**src/rtl/hazard_scoreboard.sv**
```systemverilog
// Hazard scoreboard: shadow EXE/MEM/WB destination pipeline,
// load-use / RAW stall control, freeze on busy memory, stall counter.
module hazard_scoreboard #(
    parameter int REG_W              = 5,
    parameter bit ZERO_REG_HARDWIRED = 1'b0,
    parameter int CNT_W              = 16
) (
    input  logic             clk,
    input  logic             rst_n,
    input  logic             issue_valid_ID,
    input  logic [REG_W-1:0] src1_ID,
    input  logic [REG_W-1:0] src2_ID,
    input  logic             use_src1_ID,
    input  logic             use_src2_ID,
    input  logic [REG_W-1:0] dest_ID,
    input  logic             wb_en_ID,
    input  logic             mem_read_ID,
    input  logic             forward_en,
    input  logic             flush,
    input  logic             mem_ready,
    output logic             stall_ID,
    output logic             bubble_EXE,
    output logic             freeze,
    output logic [REG_W-1:0] dest_EXE,
    output logic [REG_W-1:0] dest_MEM,
    output logic [REG_W-1:0] dest_WB,
    output logic             wb_en_EXE,
    output logic             wb_en_MEM,
    output logic             wb_en_WB,
    output logic             mem_read_EXE,
    output logic [CNT_W-1:0] stall_cycles
);

    function automatic logic hit(
        input logic [REG_W-1:0] s,
        input logic             rd,
        input logic [REG_W-1:0] d,
        input logic             en
    );
        hit = rd && en && (s == d) &&
              !(ZERO_REG_HARDWIRED && (s == '0));
    endfunction

    logic hz_exe;
    logic hz_mem;
    logic issue_exe;

    // RAW match of both ID sources against the EXE and MEM shadows
    always_comb begin
        hz_exe = hit(src1_ID, use_src1_ID, dest_EXE, wb_en_EXE) ||
                 hit(src2_ID, use_src2_ID, dest_EXE, wb_en_EXE);
        hz_mem = hit(src1_ID, use_src1_ID, dest_MEM, wb_en_MEM) ||
                 hit(src2_ID, use_src2_ID, dest_MEM, wb_en_MEM);
    end

    assign stall_ID = issue_valid_ID && !flush &&
                      (forward_en ? (hz_exe && mem_read_EXE)
                                  : (hz_exe || hz_mem));
    assign bubble_EXE = stall_ID || flush;
    assign freeze     = !mem_ready;
    assign issue_exe  = issue_valid_ID && !bubble_EXE;

    // Shadow pipeline: advance unless memory is busy; bubbles carry wb_en=0
    always_ff @(posedge clk or negedge rst_n) begin
        if (!rst_n) begin
            dest_EXE     <= '0;
            dest_MEM     <= '0;
            dest_WB      <= '0;
            wb_en_EXE    <= 1'b0;
            wb_en_MEM    <= 1'b0;
            wb_en_WB     <= 1'b0;
            mem_read_EXE <= 1'b0;
        end else if (!freeze) begin
            dest_EXE     <= issue_exe ? dest_ID : '0;
            wb_en_EXE    <= issue_exe && wb_en_ID;
            mem_read_EXE <= issue_exe && mem_read_ID;
            dest_MEM     <= dest_EXE;
            wb_en_MEM    <= wb_en_EXE;
            dest_WB      <= dest_MEM;
            wb_en_WB     <= wb_en_MEM;
        end
    end

    // Saturating count of cycles in which ID really stalled
    always_ff @(posedge clk or negedge rst_n) begin
        if (!rst_n) begin
            stall_cycles <= '0;
        end else if (stall_ID && !freeze && (stall_cycles != '1)) begin
            stall_cycles <= stall_cycles + CNT_W'(1);
        end
    end

endmodule

```
**config.mk**
```make
export PLATFORM = sky130hd
export DESIGN_NAME = hazard_scoreboard
export DESIGN_NICKNAME = d
export VERILOG_FILES = /design/src/rtl/hazard_scoreboard.sv
export SDC_FILE = /design/constraint.sdc
export NUM_CORES = 1
export LEC_CHECK = 0
export ABC_AREA = 0
export BUFFER_PORTS_ARGS = -buffer_cell sky130_fd_sc_hd__clkbuf_2
export CAP_MARGIN = 30
export CELL_PAD_IN_SITES_DETAIL_PLACEMENT = 1
export CELL_PAD_IN_SITES_GLOBAL_PLACEMENT = 1
export CORE_UTILIZATION = 30
export CTS_BUF_LIST = sky130_fd_sc_hd__clkbuf_4
export DETAILED_ROUTE_END_ITERATION = 6
export GPL_TIMING_DRIVEN = 0
export PLACE_DENSITY_LB_ADDON = 0.12
export SYNTH_ARGS = -nofsm -noshare
export SYNTH_HDL_FRONTEND = slang
export SYNTH_SLANG_ARGS = --single-unit
```
**constraint.sdc**
```tcl
create_clock -name clk -period 2.55 [get_ports clk]
set_input_delay 0.3825 -clock clk [delete_from_list [all_inputs] [get_ports clk]]
set_output_delay 0.3825 -clock clk [all_outputs]
set_load 0.01 [all_outputs]
```
### Word level (Yosys, flattened, before mapping)

Cells that the tools add are included.

| word-level totals | value |
|---|---|
| flip-flop bits (word level) | 35 |
| bits of input ports | 25 |
| output and inout port bits | 38 |
| word-level logic and storage cells | 39 |

| operators by class | value |
|---|---|
| $add $sub $neg | 1 |
| equality and inequality tests | 5 |
| multiplexer cells | 2 |
| reduce and logical (&&, ||, !) cells | 23 |

Operators by type and width:

| cell | count |
|---|---|
| 5-bit equality test | 4 |
| 16-bit by 1-bit adder with 16-bit output, second input constant | 1 |
| 1-bit logical AND | 16 |
| 16-bit inequality test, second input constant | 1 |
| 5-bit 2-to-1 mux | 1 |
| 1-bit logical OR | 4 |
| 1-bit zero test | 3 |
| 1-bit 2-to-1 mux | 1 |

### Depth between registers and ports, before layout

Gate-level depths: netlist of run 1.

| depth | value |
|---|---|
| depth after elaboration | 10 |
| depth in mapped cells | 8 |

### Least setup slack after synthesis of run 1

Ideal clock, no wire load.

| path | value |
|---|---|
| path kind | register to output |
| from | register dest_EXE[0] |
| to | output stall_ID |
| arrival time | 1,775 ps |
| required time | 2,168 ps |
| path slack | 393 ps |
| stages on the path, launching flop included | 8 |
| path buffers | 1 |
| cells stage by stage | dfrtp_1 -> xnor2_1 -> nand4_1 -> o22a_1 -> nand2b_1 -> a32o_2 -> buf_1 -> nor3_1 |

| on the way | value |
|---|---|
| longest elaborated chain between the ends | 6 |
| elaborated cells between the ends (all ways) | 9 |

Ends and longest elaborated chain:

| what | RTL line | source |
|---|---|---|
| start: declaration | 24 | `output logic [REG_W-1:0] dest_EXE,` |
| start signal: assignment | 74 | `dest_EXE <= issue_exe ? dest_ID : '0;` |
| 5-bit equality test | 40 | `hit = rd && en && (s == d) &&` |
| 1-bit logical AND | 40 |  |
| 1-bit logical OR * | 50 | `hz_exe = hit(src1_ID, use_src1_ID, dest_EXE, wb_en_EXE) \|\|` |
| 1-bit logical OR / 1-bit logical AND (equally long branches) | 58, 57 |  |
| 1-bit 2-to-1 mux * | 57 | `(forward_en ? (hz_exe && mem_read_EXE)` |
| 1-bit logical AND * | 56 | `assign stall_ID = issue_valid_ID && !flush &&` |
| end: declaration | 21 | `output logic stall_ID,` |

Mark *: on every way between the ends. The rest lies on a longest branch, timed or not.

### Worst setup path in the final report of run 1

| path | value |
|---|---|
| from | register dest_MEM[4] |
| to | output bubble_EXE |

| on the way | value |
|---|---|
| longest elaborated chain between the ends | 7 |
| elaborated cells between the ends (all ways) | 9 |

Ends and longest elaborated chain:

| what | RTL line | source |
|---|---|---|
| start: declaration | 25 | `output logic [REG_W-1:0] dest_MEM,` |
| start signal: assignment | 77 | `dest_MEM <= dest_EXE;` |
| 5-bit equality test | 40 |  |
| 1-bit logical AND | 40 |  |
| 1-bit logical OR * | 52 | `hz_mem = hit(src1_ID, use_src1_ID, dest_MEM, wb_en_MEM) \|\|` |
| 1-bit logical OR * | 58 | `: (hz_exe \|\| hz_mem));` |
| 1-bit 2-to-1 mux * | 57 |  |
| 1-bit logical AND * | 56 |  |
| 1-bit logical OR * | 59 | `assign bubble_EXE = stall_ID \|\| flush;` |
| end: declaration | 22 | `output logic bubble_EXE,` |

Marks and branches as above.

==> results of run 1 <==
timing repair:
item | in CTS | in global routing
pin swaps | 1 | 1
setup endpoints to repair | 2 | 2
resized for setup | 1 | 2
setup buffers | 1 | 0
hold buffers | 0 | 1
hold endpoints to repair | 0 | 35
cells by family (layout without fill, tap and decap cells):
logic type	after synthesis	in the layout
and+or+nand+nor	48	48
muxes	13	13
buffers and inverters	6	77
xor gates and xnor gates	35	35
DFF	35	35
AOI/OAI and AO/OA	10	10
adders and majority gates	1	1
registers in the layout, indices dropped and copies added (netlist names):
register and flops:
wb_en_EXE 1, wb_en_WB 1, dest_EXE 5, mem_read_EXE 1, wb_en_MEM 1, stall_cycles 16, dest_MEM 5, dest_WB 5
area by class of cell:
cell class / instances / area share
Clock buffer: 5 / 0.0166
Timing Repair Buffer: 65 / 0.154
Multi-Input combinational cell: 107 / 0.387
Buffer: 3 / 0.00829
Inverter: 2 / 0.00332
Sequential cell: 35 / 0.388
Clock inverter: 2 / 0.00387
Tap cell: 72 / 0.0398
critical path, delay by kind of cell (launching register included):
kind                   cells  cell delay, ns
flip-flops                 1            0.47
AO/OA/AOI/OAI              2            0.48
XOR/XNOR                   1            0.17
AND/OR/NAND/NOR            2            0.49
buffers and inverters      1            0.16
power by group:
| group | total (mW) | switching (mW) | internal, mW | leakage (nW) |
|---|---|---|---|---|
| sequential | 0.606 | 0.0285 | 0.578 | 0.478 |
| clock | 0.279 | 0.181 | 0.0977 | 0.0285 |
| combinational | 0.158 | 0.0806 | 0.0770 | 0.658 |
| total | 1.04 | 0.290 | 0.753 | 1.16 |
how the worst min path moves through the flow:
| stage | startpoint | to | depth (start not counted) | slack, ns |
|---|---|---|---|---|
| floorplan | rst_n | dest_EXE[0]$_DFFE_PN0P_ | 0 | 0.09 |
| global placement | stall_cycles[10]$_DFFE_PN0P_ | stall_cycles[10]$_DFFE_PN0P_ | 1 | 0.48 |
| detailed placement | stall_cycles[10]$_DFFE_PN0P_ | stall_cycles[10]$_DFFE_PN0P_ | 1 | 0.50 |
| CTS | rst_n | stall_cycles[15]$_DFFE_PN0P_ | 1 | 0.18 |
| global route | mem_read_ID | mem_read_EXE$_DFFE_PN0P_ | 2 | 0.28 |
| finish | mem_read_ID | mem_read_EXE$_DFFE_PN0P_ | 2 | 0.29 |
metal layers:
layer  global-route usage  share of wire  vias up
li1                     -              -      683
met1                0.189           0.42      714
met2                0.277           0.51       53
met3               0.0333          0.050       12
met4               0.0618          0.025        0
met5                    0              0        -
layout by cell type, fill, tap and decap left out, drive strengths merged, types with 3 or more instances in the layout:
cell type / n
a32o: 8
buf: 4
clkbuf: 68
clkinv: 3
dfrtp: 35
mux2: 13
nand2: 5
nand3: 9
nand4: 8
nor2: 3
nor3: 8
nor4: 7
or3: 3
xnor2: 12
xor2: 23
==> out/summary.txt, run 1 <==
PwrDens: 461 nW/um2
Initial antenna violation count: 0
Final count of hold timing violations: 0
CTS tree: yes
Post-synth top area cell: dfrtp_1
Wire per inst: 15.8 um
R2r startpoint: dest_MEM[4]$_DFFE_PN0P_
Startpoint Class: flop
Maxcap violations: 0
PnR worst setup slack: 0.0724 ns
Via-to-Cell Ratio: 5.02
Die Area: 6210 um2
Multi-input logic area: 876 um2
Antenna diode count: 0
Crit path launch: dest_MEM[4]$_DFFE_PN0P_
Mux share of post-synthesis cell area: 0.0827
Tot GR Track Use: 0.158
Setup CP Type: reg -> out
Worst R2R Setup Slack: 0.22 ns
Crit Path Max Fanout: 5
First-pass detailed-route iteration total: 4
Pre-CTS setup slack: -0.0325 ns
Least-Margin Pin Slew: 0.563 ns
Most frequent cell after synthesis: dfrtp_1
Initial DRC count: 28
Die Y: 78.8 um
Final setup TNS: 0 ns
CP max stage cell: dfrtp_2
Synth Area in Compound Gates: 0.0551
VDD IR max: 182 uV
Simple-Gate Fraction of Synth Area: 0.170
Number of synthesized register bits: 35
Fin util: 0.404
Cells after synthesis: 148
Post-Syn Area: 1770 um2
Die Width: 78.8 um
Syn Area/Cell: 12.0 um2
CTS clk-pin slew, worst paths: 0.10 ns
Vias in the first global route: 1522
Row count: 27
Critical path cell sequence: xor2_1, nor4_2, nand4_1, a32o_2, o21bai_1, clkbuf_2
Area Overhead vs Synth: 27.8%
Adder-cell share of the synthesized area: 0.00707
First-pass GRT wire length: 7600 um
Antenna-violating nets left: 0
Sink Count: 35
Endpoints failing setup: 0
Synth top area share: 0.495
Cts bufs inserted: 5
CP Capture Type: output pin
R2R cell count: 8
Post-Synth XOR/XNOR Area: 0.173
Post-detail-place hpwl: 3540 um
Fraction of registers with async set/reset: 1.00
Share of cells above drive strength 1: 0.425
WP data required: 2.17 ns
WL final: 4610 um
Leakage: 1.16 nW
Rel. slew slack: 0.625
# IOs: 63
Drt drc: 0
Number of port buffers: 62
Placer Congestion: 0.819
Power, Total: 1.04 mW
Outcome: completed
Design Area, Final: 2260 um2
CTS H-tree depth: 2
Synth top cells by count: dfrtp_1 (35), xor2_1 (23), mux2_2 (13)
Congestion Overflow GR: 0
Seq/Total Area, Yosys: 0.495
Post-synth top flop: dfrtp_1
Seq. cell area: 877 um2
Fmax: 404 MHz
Worst skew pair latency: 0.33 ns
Fillers: 654
Yosys Warn Count: 0
Syn nets: 174
Layout Cells excl Fill: 291
Vias: 1462
Most area-consuming cells after synthesis: dfrtp_1 (49%), xor2_1 (11%), mux2_2 (8.3%)
Number of synthesized flops with an enable pin: 0
Worst Setup EP: bubble_EXE
Synth cell types: 30
Worst hold slack: 0.291 ns
Post-route minimum period: 2.48 ns
DP Area: 2170 um2
Largest net degree at the start of global routing: 36
Starting Density: 0.316
Fin. max-slew vios: 0
Reg-to-Reg End: stall_cycles[13]$_DFFE_PN0P_
Main combinational cell family by area after synthesis: XOR/XNOR gates
Root Buffer: clkbuf_4
Worst min-delay path class: in -> reg
Crit share post-route: 0.972
Core ar.: 5610 um2
Maximum clock insertion buffer count: 2
Delay of the slowest cell on the worst path: 0.47 ns
Crit path DAT: 2.10 ns
Clk_skew: 0.00399 ns
NumNets Final: 245
Placed insts: 282
No activity file was read; power rests on OpenSTA's default activity.
==> run 2, diff against run 1 <==
--- a/config.mk
+++ b/config.mk
@@ -10,7 +10,7 @@
 export CAP_MARGIN = 30
 export CELL_PAD_IN_SITES_DETAIL_PLACEMENT = 1
 export CELL_PAD_IN_SITES_GLOBAL_PLACEMENT = 1
-export CORE_UTILIZATION = 30
+export CORE_UTILIZATION = 39
 export CTS_BUF_LIST = sky130_fd_sc_hd__clkbuf_4
 export DETAILED_ROUTE_END_ITERATION = 6
 export GPL_TIMING_DRIVEN = 0
==> out/summary.txt, run 2 (synthesis results as in run 1) <==
First-pass detailed-route iteration total: 4 (unchanged)
Post-detail-place hpwl: 3650 um (+3.2%)
Number of port buffers: 62 (unchanged)
Setup CP Type: reg -> out
Placer Congestion: 0.815 (-0.48%)
NumNets Final: 245 (unchanged)
Share of cells above drive strength 1: 0.455 (+0.0299)
Worst min-delay path class: in -> async
Vias: 1456 (-0.41%)
Die Y: 69.4 um (-12%)
First-pass GRT wire length: 7790 um (+2.6%)
Initial DRC count: 46 (+64%)
Critical path cell sequence: xnor2_2, nand4_1, o22a_1, nand2b_1, a32o_2, o21bai_1, buf_2
Delay of the slowest cell on the worst path: 0.47 ns (about the same)
VDD IR max: 267 uV (+46%)
# IOs: 63 (unchanged)
Fmax: 409 MHz (+1.4%)
Wire per inst: 17.1 um (+8.1%)
Endpoints failing setup: 0 (unchanged)
Design Area, Final: 2260 um2 (-0.33%)
Antenna diode count: 0 (unchanged)
Final setup TNS: 0 ns (unchanged)
Sink Count: 35 (unchanged)
Worst path top cell family by delay: compound AO/OA/AOI/OAI gates
Largest net degree at the start of global routing: 36 (unchanged)
Clk_skew: 0.0121 ns (+0.00815 ns)
PnR worst setup slack: 0.107 ns (+0.0350 ns)
Die Area: 4810 um2 (-23%)
Unrepaired setup endpoints after global routing: false
Fin. max-slew vios: 0 (unchanged)
CP bufs+invs: 1 (unchanged)
Drt drc: 0 (unchanged)
Core ar.: 4350 um2 (-22%)
Leakage: 1.17 nW (+0.40%)
Vias in the first global route: 1544 (+1.4%)
Post-route minimum period: 2.44 ns (-0.0350 ns)
Max FFs per register: 16 (unchanged)
DP Area: 2150 um2 (-1.2%)
Worst skew pair latency: 0.33 ns (about the same)
CTS Hold Bufs: 0 (unchanged)
Crit path DAT: 2.06 ns (-0.04 ns)
Rel. slew slack: 0.399 (-0.225)
Crit share post-route: 0.958 (-0.0137)
Tot GR Track Use: 0.206 (+0.0476)
Starting Density: 0.407 (+0.0909)
Outcome: completed
Most common cell after layout, fill and taps aside: clkbuf_2
PwrDens: 467 nW/um2 (+1.4%)
WP data required: 2.17 ns (about the same)
Via-to-Cell Ratio: 5.35 (+6.5%)
Initial antenna violation count: 0 (unchanged)
CTS clk-pin slew, worst paths: 0.11 ns (about the same)
Maxcap violations: 0 (unchanged)
Cts bufs inserted: 5 (unchanged)
Fillers: 490 (-25%)
Power, Total: 1.05 mW (+1.0%)
Congestion Overflow GR: 0 (unchanged)
Crit Path Max Fanout: 5 (unchanged)
CTS H-tree depth: 2 (unchanged)
Die Width: 69.4 um (-12%)
Fin util: 0.518 (+0.114)
Final count of hold timing violations: 0 (unchanged)
Row count: 24 (-11%)
Top reg by flops: stall_cycles
Maximum clock insertion buffer count: 2 (unchanged)
Most frequent cells in the layout: clkbuf_2 (60), dfrtp_1 (31), xor2_1 (23)
WL final: 4650 um (+1.0%)
CTS tree: yes
CP Capture Type: output pin
Area Overhead vs Synth: 27.4%
Pre-CTS setup slack: 0.0422 ns (+0.0747 ns)
Root Buffer: clkbuf_4
CP max stage cell: dfrtp_2
Startpoint Class: flop
Antenna-violating nets left: 0 (unchanged)
Least-Margin Pin Slew: 0.901 ns (+0.338 ns)
[run 2: cell types whose count changed in the layout (fill, tap and decap cells not counted), sizes merged]
| cell | previous run | this run |
|---|---|---|
| clkinvlp | 0 | 1 |
| dlygate4sd3 | 1 | 0 |
| buf | 4 | 7 |
| clkbuf | 68 | 66 |
[run 2: area by class of cell]
type / count / area (um2) / area share
multi-input combinational: 107 / 898 / 0.398
inverter: 2 / 7.51 / 0.00333
tap: 52 / 65.1 / 0.0288
clock inverter: 3 / 15.0 / 0.00666
clock buffer: 5 / 37.5 / 0.0166
buffer: 3 / 18.8 / 0.00832
timing repair buffer: 65 / 333 / 0.148
sequential: 35 / 881 / 0.390
[run 2: routing by layer]
layer / wire, um / share of wire / global-route usage
met1: 1870 / 0.40 / 0.245
met2: 2490 / 0.53 / 0.367
met3: 213 / 0.046 / 0.0407
met4: 79 / 0.017 / 0.0726
met5: 0 / 0 / 0
[run 2: worst paths after layout]
check	slack, ns	from	endpoint	cells past startpoint
hold reg to reg	0.51	stall_cycles[15]$_DFFE_PN0P_	stall_cycles[15]$_DFFE_PN0P_	1
setup reg to reg	0.18	dest_EXE[0]$_DFFE_PN0P_	stall_cycles[12]$_DFFE_PN0P_	9
max in group asynchronous	1.77	rst_n	dest_EXE[0]$_DFFE_PN0P_	1
min in group clk	0.30	dest_ID[3]	dest_EXE[3]$_DFFE_PN0P_	2
setup / recovery	0.11	dest_EXE[0]$_DFFE_PN0P_	bubble_EXE	7
hold / removal	0.16	rst_n	mem_read_EXE$_DFFE_PN0P_	1
[run 2: what timing repair did]
item / 4_1_cts / 5_1_grt
pin swaps: 1 / 2
resized for setup: 2 / 9
endpoints found under the setup margin: 2 / 3
buffers inserted: 2 / 1
[run 2: per-stage QoR]
step	hold slack (ns)	cells
4_1_cts	0.181	271
3_3_place_gp	0.475	262
5_1_grt	0.225	272
2_1_floorplan	0.0869	148
3_5_place_dp	0.501	262
6_report	0.164	272
[run 2: worst register-to-register path, cell delays in order, from the launching register on]
cell and delay, ns:
dfrtp_2 0.47, xnor2_2 0.17, nand4_1 0.15, o22a_1 0.25, nand2b_1 0.14, a32o_2 0.27, buf_4 0.20, buf_6 0.16
nor4_2 0.31, xor2_1 0.18
[run 2: power breakdown]
| part | internal, mW | switching [mW] | total (mW) |
|---|---|---|---|
| Clock | 0.101 | 0.185 | 0.286 |
| Sequential | 0.578 | 0.0297 | 0.608 |
| Combinational | 0.0771 | 0.0824 | 0.159 |
